`src/rtl/instruction_fetch.sv`:
```
`timescale 1ns/1ps
// -----------------------------------------------------------------------------
// instruction_fetch
//   Fetch stage between a 1-cycle-latency instruction memory and a decoder with
//   a valid/ready handshake. One fetch is kept in flight. When the decoder
//   stalls, the in-flight read is dropped and re-issued ("replay"), so no skid
//   buffer is needed. Branches flush the stage. Halt/resume park and restart
//   fetching without losing or skipping any instruction.
//
// Parameters
//   RESET_PC       first address fetched after reset
// Ports
//   clock          single clock, rising edge
//   reset          synchronous, active-high
//   pccounter      registered address presented to instruction memory
//   mem_instr      memory data for the address sampled at the previous edge
//   branch_taken   one-cycle redirect qualifier
//   branch_target  redirect address
//   halt           stop fetching (enter HALTED)
//   resume         restart fetching from the held pc
//   instr_out      instruction to decoder
//   instr_pc       address of instr_out
//   instr_valid    instr_out/instr_pc valid
//   instr_ready    decoder accepts at an edge where instr_valid is high
//   halted         high while in HALTED
// -----------------------------------------------------------------------------
module instruction_fetch #(
   parameter logic [7:0] RESET_PC = 8'h00
) (
   input  logic       clock,
   input  logic       reset,
   output logic [7:0] pccounter,
   input  logic [7:0] mem_instr,
   input  logic       branch_taken,
   input  logic [7:0] branch_target,
   input  logic       halt,
   input  logic       resume,
   output logic [7:0] instr_out,
   output logic [7:0] instr_pc,
   output logic       instr_valid,
   input  logic       instr_ready,
   output logic       halted
);

   localparam logic [0:0] ST_RUN    = 1'b0;
   localparam logic [0:0] ST_HALTED = 1'b1;

   logic [0:0] r_state;
   logic [7:0] r_pc;
   logic       r_req_valid;
   logic [7:0] r_req_pc;
   logic [7:0] r_instr_out;
   logic [7:0] r_instr_pc;
   logic       r_instr_valid;

   logic [0:0] w_state_nxt;
   logic [7:0] w_pc_nxt;
   logic       w_req_valid_nxt;
   logic [7:0] w_req_pc_nxt;
   logic [7:0] w_instr_out_nxt;
   logic [7:0] w_instr_pc_nxt;
   logic       w_instr_valid_nxt;
   logic       w_accept;

   // Output slot can take new data when it is empty or being drained this edge.
   assign w_accept = !r_instr_valid || instr_ready;

   // Next-state logic: branch > halt > resume > normal flow (reset in the flop).
   always_comb begin
      w_state_nxt       = r_state;
      w_pc_nxt          = r_pc;
      w_req_valid_nxt   = r_req_valid;
      w_req_pc_nxt      = r_req_pc;
      w_instr_out_nxt   = r_instr_out;
      w_instr_pc_nxt    = r_instr_pc;
      w_instr_valid_nxt = r_instr_valid;

      if (branch_taken) begin
         // Flush everything, even an instruction the decoder is taking now.
         w_pc_nxt          = branch_target;
         w_req_valid_nxt   = 1'b0;
         w_instr_valid_nxt = 1'b0;
         if (halt) begin
            w_state_nxt = ST_HALTED;
         end else begin
            w_state_nxt = r_state;
         end
      end else begin
         case (r_state)
            ST_RUN: begin
               if (halt) begin
                  // Rewind to the in-flight address so it is refetched on resume.
                  w_state_nxt       = ST_HALTED;
                  w_instr_valid_nxt = 1'b0;
                  w_req_valid_nxt   = 1'b0;
                  if (r_req_valid) begin
                     w_pc_nxt = r_req_pc;
                  end else begin
                     w_pc_nxt = r_pc;
                  end
               end else if (r_req_valid && w_accept) begin
                  w_instr_out_nxt   = mem_instr;
                  w_instr_pc_nxt    = r_req_pc;
                  w_instr_valid_nxt = 1'b1;
                  w_req_valid_nxt   = 1'b1;
                  w_req_pc_nxt      = r_pc;
                  w_pc_nxt          = r_pc + 8'd1;
               end else if (r_req_valid) begin
                  // Decoder stalled: drop the returning data, refetch it later.
                  w_pc_nxt        = r_req_pc;
                  w_req_valid_nxt = 1'b0;
               end else begin
                  w_req_valid_nxt = 1'b1;
                  w_req_pc_nxt    = r_pc;
                  w_pc_nxt        = r_pc + 8'd1;
                  if (r_instr_valid && instr_ready) begin
                     w_instr_valid_nxt = 1'b0;
                  end else begin
                     w_instr_valid_nxt = r_instr_valid;
                  end
               end
            end
            ST_HALTED: begin
               w_instr_valid_nxt = 1'b0;
               w_req_valid_nxt   = 1'b0;
               if (halt) begin
                  w_state_nxt = ST_HALTED;
               end else if (resume) begin
                  w_state_nxt = ST_RUN;
               end else begin
                  w_state_nxt = r_state;
               end
            end
            default: begin
               w_state_nxt       = ST_RUN;
               w_req_valid_nxt   = 1'b0;
               w_instr_valid_nxt = 1'b0;
            end
         endcase
      end
   end

   // State registers with synchronous reset.
   always_ff @(posedge clock) begin
      if (reset) begin
         r_state       <= ST_RUN;
         r_pc          <= RESET_PC;
         r_req_valid   <= 1'b0;
         r_req_pc      <= 8'h00;
         r_instr_out   <= 8'h00;
         r_instr_pc    <= 8'h00;
         r_instr_valid <= 1'b0;
      end else begin
         r_state       <= w_state_nxt;
         r_pc          <= w_pc_nxt;
         r_req_valid   <= w_req_valid_nxt;
         r_req_pc      <= w_req_pc_nxt;
         r_instr_out   <= w_instr_out_nxt;
         r_instr_pc    <= w_instr_pc_nxt;
         r_instr_valid <= w_instr_valid_nxt;
      end
   end

   assign pccounter   = r_pc;
   assign instr_out   = r_instr_out;
   assign instr_pc    = r_instr_pc;
   assign instr_valid = r_instr_valid;
   assign halted      = (r_state == ST_HALTED);

endmodule

```
`config.mk`:
```
export PLATFORM = sky130hd
export DESIGN_NAME = instruction_fetch
export DESIGN_NICKNAME = d
export VERILOG_FILES = /design/src/rtl/instruction_fetch.sv
export SDC_FILE = /design/constraint.sdc
export NUM_CORES = 1
export LEC_CHECK = 0
export BUFFER_PORTS_ARGS = -buffer_cell sky130_fd_sc_hd__buf_4
export CORE_AREA = 10 10 56 91
export CTS_CLUSTER_DIAMETER = 50
export DETAILED_ROUTE_END_ITERATION = 7
export DIE_AREA = 0 0 66 101
export GPL_TIMING_DRIVEN = 0
export PLACE_DENSITY_LB_ADDON = 0.05
export SLEW_MARGIN = 25
export SYNTH_ARGS = -nofsm -noshare
export SYNTH_HDL_FRONTEND = slang
export SYNTH_SLANG_ARGS = --single-unit
```
`constraint.sdc`:
```
create_clock -name clock -period 2.1 [get_ports clock]
set_clock_uncertainty 0.05 [all_clocks]
set_input_delay 0.42 -clock clock [delete_from_list [all_inputs] [get_ports clock]]
set_output_delay 0.42 -clock clock [all_outputs]
set_load 0.02 [all_outputs]
```
==> summary by stage <==
Clocking
The clock tree buffer depth is 2. The maximum level of the CTS H-tree is 2. Post-CTS repair changed the size of 0 cells.

Buffers inserted to repair hold after CTS numbered 0. TritonCTS built the clock tree. The buffers inserted during post-CTS setup optimization is 0.

After clock tree synthesis, the clock-pin slew on the worst setup and hold paths is around 0.070 ns. For the worst-skew pair, the clock arrives at the later sink with an insertion delay of 0.29 ns. The cell at the root of the clock tree is sky130_fd_sc_hd__clkbuf_8. The total CTS buffers is 5.

Clock tree synthesis found a total of 35 sinks.

Yosys
Sequential cells were found to cover roughly two fifths of the synthesized design area. By area, the combinational part of the netlist is dominated by simple AND/OR/NAND/NOR gates. The complex-gate fraction of the synthesized area is 18.5%. The number of nets in the synthesized netlist is 230. The dominant synthesized flop cell is sky130_fd_sc_hd__dfxtp_1. The mean cell area of the mapped netlist is ~8.5 um^2. The distinct cell type count after synthesis is 45. The register bit count reported by yosys is 35. For this run, the number of Yosys warnings is 0.

The synthesized design contains 0 enable-type register cells. Summing the areas of all fa, ha and maj instances in the mapped netlist gives 0.709% of the synthesized area. In the synthesized netlist the async set-or-reset flop fraction comes to 0%. The share of the synthesized netlist area taken by xor and xnor gates is 0.993%. After Yosys synthesis, and, or, nand and nor cells account for 21.6% of the synthesized area.

The portion of synthesized area spent on multiplexers is ~11%. The cell area that synthesis handed to floorplanning was roughly 0.0018 mm^2. The synthesized instance count is 207.

Placement
Input and output buffers added on the ports amount to between 40 and 50. The worst setup slack after placement is 0.180 ns. The final RePlAce weighted congestion is 0.869. Once placement finished, the instance area stood at 0.00217 mm^2. Detailed placement ended at an HPWL of 3690 um.

Worst setup path
The critical path ends at pccounter[4]. Measured in cells, the most critical reg-to-reg path has a length of 5. The worst path buffer plus inverter count is 0. The setup slack on the worst flop-to-flop path is 0.18 ns. Data on the critical path is required at its endpoint by 2.25 ns.

In this run the number of cells on the critical path is 5. The endpoint identified for the worst register-to-register timing path is pccounter[4]. The worst setup path is of the reg2reg kind. The launching instance or port of the critical path is pccounter[0].

The maximum fanout along the worst path is 9. The highest-delay cell along the critical path is sky130_fd_sc_hd__dfxtp_1. On the worst path, the slowest cell contributes a delay of 0.54 ns. The worst setup path is captured at a flip-flop. The cell family contributing the most delay on the critical path is compound AO/OA/AOI/OAI gates. The signal on the critical path passes through ha_1, nand3_2, xor2_1, a2111o_1, a221oi_2. The launching element type of the critical path is a flip-flop. The launching point of the worst reg2reg path is pccounter[0].

The arrival time at the worst endpoint is ~2.1 ns.

STA
For this run, the top clock speed supported by timing is 521 MHz. The final total negative setup slack is 0 ns. The post-route worst setup slack is 0.179 ns.

Setup repair after global routing left no endpoint under its margin. The slew of the pin with the lowest slew margin is 0.605 ns. The number of pins exceeding their max-slew limit in the final report is 0. Headroom to the max-slew limit came out at 59.7%. The post-route minimum period is around 1.9 ns. Setup violations remaining at the end of the flow were counted as 0. The final number of hold-violating endpoints is 0. The final cycle utilization of the critical path is 91.5%.

GRT
Across every metal layer, demand over resource in global routing totals 15.3%. Entering global routing, the biggest net connects 12 pins. Global routing finished with a remaining overflow of 0. The number of global-route vias before repair is 1666. The number of antenna violations at the first check in global routing is 0. The global-route wire length before repair is 8000 um.

Route
The detail-routed net length per standard cell is 15.7 um. The number of DRC violations after detailed routing is 0. Across all layers, the routed design uses 1702 vias.

The routed design has between 4000 and 5000 um of wire. The violation count after the first detailed-route iteration is 49. The number of nets still failing antenna checks after routing is 0. The ratio of routed vias to standard cells is 5.53. The first TritonRoute pass finished after 4 iterations.

Min path
The startpoint identified for the worst hold timing path is mem_instr[1]. The number of stages on the worst hold path is 3. The worst hold path belongs to the class in2reg.

Die
The initial core utilization is 49.1%. The die height is 101 um. The number of cell rows is 29. The die area is 0.00667 mm^2. The horizontal die dimension is 66 um.

The area of the core is 0.00359 mm^2. The I/O pin count is 48.

Job
The max-capacitance violation count is 0.

Finish
The number of fill cells in the layout is 341. The area overhead of the layout relative to synthesis is 28.1%. The final antenna diode count is 0. The post-route netlist has a little over a quarter of its cells at a drive strength greater than 1. The library cell used most frequently in the layout, excluding fill and tap cells, is sky130_fd_sc_hd__buf_4. The net count of the finished layout is approximately 280.

The top cell types in the final layout, fill and taps aside, are 50 x sky130_fd_sc_hd__buf_4, 35 x sky130_fd_sc_hd__dfxtp_1, 24 x sky130_fd_sc_hd__a21oi_1. The finished cells cover ~0.0023 mm^2.

Outcome
The flow ran to the end, and the final reports show no timing, DRC or antenna violations.

Pwr
In this run the static leakage power is roughly 1.1 nW. The areal power density over the cells is between 600 and 700 mW/mm^2. The total power consumption of the routed design is 1.41 mW. The peak supply drop is 547 uV.
-- worst min path at each step --
stage,to,slack (ns)
after floorplan,r_req_pc[4],0.40
after global placement,instr_out[1],0.43
after detailed placement,r_req_pc[4],0.43
after CTS,instr_out[1],0.30
after global routing,instr_out[7],0.32
final,instr_out[1],0.31
-- cell type report --
type | instances | area [um^2] | area share [%]
Multi-Input combinational cell | 147 | 937 | 41.5
Sequential cell | 35 | 701 | 31.0
Timing Repair Buffer | 47 | 353 | 15.6
Buffer | 16 | 92.6 | 4.10
Clock buffer | 6 | 72.6 | 3.21
Tap cell | 46 | 57.6 | 2.55
Inverter | 9 | 33.8 | 1.50
Clock inverter | 2 | 12.5 | 0.554
-- power by group --
| group | internal [mW] | switching [mW] |
|---|---|---|
| logic | 0.103 | 0.115 |
| registers | 0.684 | 0.0323 |
| clock network | 0.232 | 0.245 |
| total | 1.02 | 0.392 |
-- sequential cells by signal (all words and copies together) (netlist names) --
name / cells
instr_out: 8
instr_pc: 8
pccounter: 8
r_req_pc: 8
halted: 1
instr_valid: 1
r_req_valid: 1
-- synth_stat cells, types with 2 or more instances --
library cell                number  area (um^2)
sky130_fd_sc_hd__nand3_2         2         20.0
sky130_fd_sc_hd__o211ai_1        2         15.0
sky130_fd_sc_hd__nand3_1         9         45.0
sky130_fd_sc_hd__buf_4           3         22.5
sky130_fd_sc_hd__mux2i_1        20          200
sky130_fd_sc_hd__inv_1           9         33.8
sky130_fd_sc_hd__nor2b_1         3         18.8
sky130_fd_sc_hd__nand2_1        19         71.3
sky130_fd_sc_hd__or3_1           2         12.5
sky130_fd_sc_hd__nor2_1         22         82.6
sky130_fd_sc_hd__buf_2           5         25.0
sky130_fd_sc_hd__buf_6           2         22.5
sky130_fd_sc_hd__a2111oi_2       2         30.0
sky130_fd_sc_hd__nand2b_1        2         12.5
sky130_fd_sc_hd__a211o_1         3         26.3
sky130_fd_sc_hd__and3_1          2         12.5
sky130_fd_sc_hd__o22ai_1         3         18.8
sky130_fd_sc_hd__clkbuf_1        5         18.8
sky130_fd_sc_hd__a21oi_1        24          120
sky130_fd_sc_hd__o21ai_0         6         30.0
sky130_fd_sc_hd__dfxtp_1        35          701
sky130_fd_sc_hd__nand4_1         4         25.0
-- logic make-up after synthesis --
family,after synthesis
multiplexers,20
adder cells (fa/ha/maj),1
AND/OR/NAND/NOR,75
XOR/XNOR,2
buffers and inverters,25
flip-flops,35
AO/OA/AOI/OAI,49
-- layer usage --
metal	vias to the layer above	share of wire, %	wire length (um)	track usage, %
met3	13	7.3	355	6.12
met4	0	3.3	159	8.10
li1	845	-	-	-
met2	53	52	2520	25.7
met5	-	0	0	0
met1	791	37	1800	15.8
-- metrics by stage --
step           utilization (%)  std cells  hold slack, ns
2_1_floorplan                -        207           0.398
3_3_place_gp              60.5        300           0.425
3_5_place_dp              60.5        300           0.433
4_1_cts                   62.9        308           0.302
5_1_grt                   62.9        308           0.318
6_report                  62.9        308           0.306
-- worst min-delay path, stage by stage --
cell                      delay (ns)
sky130_fd_sc_hd__buf_4          0.07
sky130_fd_sc_hd__mux2i_1        0.05
sky130_fd_sc_hd__nor2_1         0.07
Note: power is estimated with default switching activity, not from simulation.
